### config.mk
export PLATFORM = sky130hd
export DESIGN_NAME = muldiv_sequencer
export DESIGN_NICKNAME = d
export VERILOG_FILES = /design/src/rtl/muldiv_pkg.sv /design/src/rtl/muldiv_watchdog.sv /design/src/rtl/muldiv_sequencer.sv
export SDC_FILE = /design/constraint.sdc
export NUM_CORES = 1
export LEC_CHECK = 0
export BUFFER_PORTS_ARGS = -buffer_cell sky130_fd_sc_hd__buf_2
export CAP_MARGIN = 15
export CORE_UTILIZATION = 30
export CTS_CLUSTER_SIZE = 25
export DETAILED_ROUTE_END_ITERATION = 12
export GPL_ROUTABILITY_DRIVEN = 0
export HOLD_SLACK_MARGIN = 0.15
export PLACE_DENSITY_LB_ADDON = 0.3
export SYNTH_ARGS = -nofsm -noshare
export SYNTH_HDL_FRONTEND = slang
export SYNTH_SLANG_ARGS = --single-unit
export TNS_END_PERCENT = 10
### constraint.sdc
create_clock -name clk -period 1.47 [get_ports clk]
set_input_delay 0.0735 -clock clk [delete_from_list [all_inputs] [get_ports clk]]
set_output_delay 0.0735 -clock clk [all_outputs]
set_load 0.005 [all_outputs]
### src/rtl/muldiv_pkg.sv
// muldiv_pkg: state encoding and operation/select constants shared by the
// multiply/divide sequencer and its watchdog.
package muldiv_pkg;

    typedef enum logic [2:0] {
        IDLE  = 3'd0,
        START = 3'd1,
        WAIT  = 3'd2,
        WRITE = 3'd3,
        DONE  = 3'd4,
        EXC   = 3'd5,
        TOUT  = 3'd6
    } muldiv_state_t;

    localparam logic OP_MULT  = 1'b0;
    localparam logic OP_DIV   = 1'b1;

    localparam logic SEL_MULT = 1'b0;
    localparam logic SEL_DIV  = 1'b1;

endpackage

### src/rtl/muldiv_watchdog.sv
// muldiv_watchdog: counts cycles spent waiting for a multiply/divide unit and
// flags when the wait has lasted MAX_CYCLES cycles. Only built when the
// sequencer is compiled with MULDIV_TIMEOUT_EN.
module muldiv_watchdog #(
    parameter int MAX_CYCLES = 64,
    parameter int CNT_W      = 7
) (
    input  logic clk,
    input  logic reset,
    input  logic clear,
    input  logic enable,
    output logic expired
);

    // The last WAIT cycle that is still allowed carries count MAX_CYCLES-1;
    // the edge ending it is where the count reaches MAX_CYCLES.
    localparam logic [CNT_W-1:0] LIMIT = CNT_W'(MAX_CYCLES - 1);

    logic [CNT_W-1:0] count;

    // Restart the count when the sequencer is about to enter WAIT, then count each WAIT cycle.
    always_ff @(posedge clk) begin
        if (reset || clear) begin
            count <= '0;
        end else if (enable) begin
            count <= count + 1'b1;
        end
    end

    assign expired = enable && (count == LIMIT);

endmodule

### src/rtl/muldiv_sequencer.sv
// muldiv_sequencer: runs one MULT/DIV request on the shared multiplier or
// divider, loads the High/Low registers and reports completion. A zero divisor
// raises div_zero without touching the divider. Defining MULDIV_TIMEOUT_EN
// adds a watchdog that abandons a unit that never raises its stop line.
module muldiv_sequencer
    import muldiv_pkg::*;
#(
    parameter int MAX_CYCLES = 64,
    parameter int CNT_W      = 7
) (
    input  logic        clk,
    input  logic        reset,
    input  logic        req,
    input  logic        op,
    input  logic [31:0] divisor,
    output logic        mult_init,
    input  logic        mult_stop,
    output logic        div_init,
    input  logic        div_stop,
    output logic        hilo_sel,
    output logic        hi_load,
    output logic        lo_load,
    output logic        busy,
    output logic        done,
    output logic        div_zero,
    output logic        timeout
);

    muldiv_state_t state;
    logic          sel_stop;
    logic          wd_expired;

    // hilo_sel remembers which unit was started, so it also picks the stop line to watch.
    assign sel_stop = (hilo_sel == SEL_DIV) ? div_stop : mult_stop;

`ifdef MULDIV_TIMEOUT_EN
    muldiv_watchdog #(
        .MAX_CYCLES (MAX_CYCLES),
        .CNT_W      (CNT_W)
    ) u_watchdog (
        .clk     (clk),
        .reset   (reset),
        .clear   (state == START),
        .enable  (state == WAIT),
        .expired (wd_expired)
    );
`else
    // Without the watchdog the sizing parameters have no effect.
    logic unused_cfg;
    assign unused_cfg = (CNT_W > 0) && (MAX_CYCLES > 0);
    assign wd_expired = 1'b0;
`endif

    // Sequencer FSM; every output is registered alongside the state it belongs to.
    always_ff @(posedge clk) begin
        if (reset) begin
            state     <= IDLE;
            hilo_sel  <= SEL_MULT;
            mult_init <= 1'b0;
            div_init  <= 1'b0;
            hi_load   <= 1'b0;
            lo_load   <= 1'b0;
            busy      <= 1'b0;
            done      <= 1'b0;
            div_zero  <= 1'b0;
            timeout   <= 1'b0;
        end else begin
            mult_init <= 1'b0;
            div_init  <= 1'b0;
            hi_load   <= 1'b0;
            lo_load   <= 1'b0;
            done      <= 1'b0;
            div_zero  <= 1'b0;
            timeout   <= 1'b0;
            case (state)
                IDLE: begin
                    if (req) begin
                        busy <= 1'b1;
                        if ((op == OP_DIV) && (divisor == 32'd0)) begin
                            state    <= EXC;
                            div_zero <= 1'b1;
                        end else begin
                            state     <= START;
                            hilo_sel  <= (op == OP_DIV) ? SEL_DIV : SEL_MULT;
                            mult_init <= (op == OP_MULT);
                            div_init  <= (op == OP_DIV);
                        end
                    end
                end
                START: begin
                    state <= WAIT;
                end
                WAIT: begin
                    if (sel_stop) begin
                        state   <= WRITE;
                        hi_load <= 1'b1;
                        lo_load <= 1'b1;
                    end else if (wd_expired) begin
                        state   <= TOUT;
                        timeout <= 1'b1;
                    end
                end
                WRITE: begin
                    state <= DONE;
                    done  <= 1'b1;
                end
                DONE, EXC, TOUT: begin
                    state <= IDLE;
                    busy  <= 1'b0;
                end
                default: begin
                    state <= IDLE;
                    busy  <= 1'b0;
                end
            endcase
        end
    end

endmodule

* Word-level counts from Yosys, hierarchy flattened
Cells that the tools add are included.
** Word-level totals
- Register bits after elaboration :: 10
- Bits of input ports :: 38
- Output and inout bits :: 9
- Logic and storage cells :: 40
** Operators by class
- Mux-type cells :: 11
- Eq/ne operators :: 5
- Bitwise gates (word level) :: 6
- Reductions and logical operators :: 10
** Operator list (number)
- $logic_not A32 Y1 :: 1
- $pmux W3 S4 :: 1
- $mux W3 :: 3
- $eq A3 B2 Y1 const B :: 2
- $mux W1 :: 6
- $not A1 Y1 :: 6
- $reduce_or A3 Y1 :: 2
- $ne A2 B2 Y1 const B :: 2
- $reduce_and A2 Y1 :: 2
- $reduce_or A4 Y1 :: 1
- $eq A3 B1 Y1 const B :: 1
- $logic_not A3 Y1 :: 1
- $reduce_and A3 Y1 :: 1
- $pmux W1 S2 :: 1
- $reduce_or A2 Y1 :: 1
- $logic_and A1 B1 Y1 :: 1

* Depth between registers and ports, before layout
- Depth in word-level cells :: 5
- Gate-level depth with buffers :: 4
- Depth with buffers taken out :: 4

* Worst setup path after synthesis
Ideal clock, no wire load.
- Kind :: input -> register
- From :: input port divisor[17]
- To :: register hilo_sel
- Setup time :: 117 ps
- Data arrival time :: 1251 ps
- Stages on the path :: 3
- Required time :: 1353 ps
- Path buffers :: 0
- Path slack :: 101 ps
- Path through :: or3_1 -> or4_4 -> a32o_2
** Between the ends
- Word-level cells in the longest chain between the ends :: 4
** RTL lines
- start, declared :: RTL line muldiv_sequencer.sv:15 : input logic [31:0] divisor,
- $logic_not A32 Y1 :: RTL line muldiv_sequencer.sv:79 : if ((op == OP_DIV) && (divisor == 32'd0)) begin
- $logic_and A1 B1 Y1 :: RTL line muldiv_sequencer.sv:79
- $not A1 Y1 (no source line)
- $reduce_and A3 Y1 (no source line)
- end signal, assigned :: RTL line muldiv_sequencer.sv:84 : hilo_sel <= (op == OP_DIV) ? SEL_DIV : SEL_MULT;
- end, declared :: RTL line muldiv_sequencer.sv:20 : output logic hilo_sel,
Every way passes these cells.
A chain may end at the register's enable or synchronous reset.

* Worst setup path in the final report
- From :: input port reset
- To :: register div_init
** Between the ends
- Word-level cells in the longest chain between the ends :: 1
** RTL lines
- start, declared :: RTL line muldiv_sequencer.sv:12 : input logic reset,
- $reduce_or A4 Y1 (no source line)
- end signal, assigned :: RTL line muldiv_sequencer.sv:86 : div_init <= (op == OP_DIV);
- end, declared :: RTL line muldiv_sequencer.sv:18 : output logic div_init,
Every way passes these cells.

==> out/qor.yml <==
run_status:
  status: "finished clean"
pwr:
  peakVddDrop_uv: 291.0
  p_seq_frac: 0.454
  pwr-share-comb: 0.186
  power.net_switching_uw: 151.8
  power.density_nw_per_um2: 852.0
  p_sw_frac: 0.2268
  p_leak_uw: 0.0004017
  power.internal_uw: 517.7
  clockPowerShare: 0.360
hold_path:
  min_to: "lo_load$_SDFF_PP0_"
  hp-start: "div_stop"
  min_path_type: "in -> reg"
  min_path_cells: 3
place:
  place_ws_ns: -0.05014
  post-dp-hpwl_um: 942.8
  placedCellCount: 110
  io_buffers: 45
  placed_area_um2: 719.4
grt:
  globalRouteOverflowTotal: 0
  grt_max_degree: 7
  grt_pass1_wl_um: 1856
  grt_pass1_vias: 485
  antenna_found_initial: 0
  grt_usage: 0.1387
route:
  ant_nets: 0
  drc_errors: 0
  drt-total-wl_um: 1100
  wl_per_cell_um: 9.402
  num_vias: 575
  vias_per_cell: 4.915
  drtPass1Iterations: 4
  drt_iter0_markers: 4
die:
  fp.dieW_um: 41.50
  start_util: 0.3385
  core_um2: 1383
  num_rows: 13
  die_h_um: 41.50
  design.portCount: 47
  dieArea_um2: 1722
sta:
  min_period_ns: 1.296
  slew_violations: 0
  period_share: 0.8818
  finalHoldViolCount: 0
  final.setup_skew_ns: 0.007371
  setup_violations: 0
  setup_ws_ns: 0.1738
  fmax_ghz: 0.7715
  grt_setup_unrepaired: "false"
clock_network:
  clkSinkCount: 10
  cts_made_buffers: 3
  cts_buffer_depth: 2
  cts_resized: 0
  cts_root_buffer: "clkbuf_4"
  path_clk_slew_ns: 0.07
  insertion_delay_ns: 0.26
  cts_tree: "built"
  htreeDepth: 1
worst_setup_path:
  critPathKind: "in -> reg"
  critPathLaunchType: "input port"
  critPathArrivalTime_ns: 1.51
  rr_worst_depth: 4
  cp.required_ns: 1.68
  rr_startpoint: "state[2]$_SDFFE_PP0P_"
  reg2reg_setup_slack_ns: 0.28
  cp_max_fo: 5
  end_kind: "register"
  regToRegEndpoint: "div_init$_SDFF_PP0_"
finish:
  final_cells: 117
  diodes: 0
  mostFrequentLayoutCells: "buf_2, dfxtp_1, nand2_1"
  final_common_cell: "buf_2"
  design_area_um2: 785.8
  fin_util: 0.5683
  area_growth_pct: 67.91
  fin_nets: 141
  fillers: 127
  drive_gt1_frac: 0.5882
synthesis:
  synth_area_leader_cell: "dfxtp_1"
  yosys-top-cells-area: "dfxtp_1, nor4_2, nand2_1, nor4_1, nor3_1"
  avgSynthCellArea_um2: 9.550
  syn_area_um2: 467.9
  synth.distinct_cells: 24
  yosys_warnings: 0
  syn_inst: 49
  syn_nets: 87
  synthFlopType: "dfxtp_1"
  ys_seq_area_frac: 0.4278
  ys_seq_elements: 10
  synth_top_area_share: 0.4278
  ys_async_sr_fraction: 0
  synth_edf_count: 0
run:
  drv_cap: 0
## worst max-delay path, cell delays in order
cell and delay, ns:
dlygate4sd3_1 0.53, buf_2 0.15, nor3_1 0.24, nand3b_1 0.23, inv_1 0.12, and3_2 0.17
## power groups by stage
stage / Sequential (uW) / Combinational [uW] / Clock, uW
finish: 304 / 125 / 241
global route: 307 / 140 / 260
CTS: 304 / 127 / 251
detailed placement: 310 / 120 / 0
global placement: 309 / 117 / 0
floorplan: 309 / 48.3 / 0
## layout make-up
| type | count | area [um2] | share of cell area |
|---|---|---|---|
| tap | 15 | 18.77 | 0.02389 |
| multi-input combinational | 36 | 249.0 | 0.3169 |
| timing repair buffer | 51 | 277.8 | 0.3535 |
| clock buffer | 4 | 36.28 | 0.04618 |
| inverter | 1 | 3.754 | 0.004777 |
| sequential | 10 | 200.2 | 0.2548 |
## synthesized netlist by cell type (2+ instances only)
library cell and number:
dfxtp_1 10, nand2_1 5, nor2_1 4, nor3_1 3, nor4_1 3, nor4_2 3
and3_1 2, buf_4 2, nand3b_1 2
## registers in the layout (all words and copies together), names as in the netlist
name,count
mult_init,1
done,1
state,3
div_init,1
lo_load,1
hilo_sel,1
busy,1
div_zero,1
## stage by stage
| step | TNS (ns) | hold WS, ns | total power [uW] |
|---|---|---|---|
| final | 0 | 0.2125 | 669.5 |
| after global routing | 0 | 0.2121 | 706.8 |
| after CTS | 0 | 0.2094 | 681.3 |
| after detailed placement | -0.05014 | 0.3069 | 430.4 |
| after global placement | -0.06982 | 0.2942 | 426.2 |
| after floorplan | 0 | 0.1459 | 357.6 |
## per-layer routing
metal	wire, um	global-route usage	vias up
li1	-	-	286
met1	438	0.1467	244
met2	515	0.2406	43
met3	126	0.01739	2
met4	20	0.1161	0
met5	0	0	-
## what timing repair did
action,in CTS,in global routing
buffers inserted,0,0
hold buffers,3,0
endpoints found under the hold margin,4,0
## cells by family (layout without fill, tap and decap cells)
family | after synthesis | in the layout | synth area share
AO/OA/AOI/OAI | 4 | 4 | 0.07221
XOR/XNOR | 1 | 1 | 0.01872
buffers and inverters | 3 | 56 | 0.04009
flip-flops | 10 | 10 | 0.4278
multiplexers | 1 | 1 | 0.02406
other | 1 | 1 | 0.008014
AND/OR/NAND/NOR | 29 | 29 | 0.4091
## how the worst max path moves through the flow
stage	slack [ns]	end	startpoint	cells after the start
2_1_floorplan	0.10	hilo_sel$_SDFFE_PP0P_	divisor[17]	3
3_3_place_gp	-0.06	hilo_sel$_SDFFE_PP0P_	divisor[1]	5
3_5_place_dp	-0.05	hilo_sel$_SDFFE_PP0P_	divisor[1]	5
4_1_cts	0.17	div_init$_SDFF_PP0_	reset	6
5_1_grt	0.05	div_init$_SDFF_PP0_	reset	6
6_report	0.17	div_init$_SDFF_PP0_	reset	6
No activity file was read; power rests on OpenSTA's default activity.
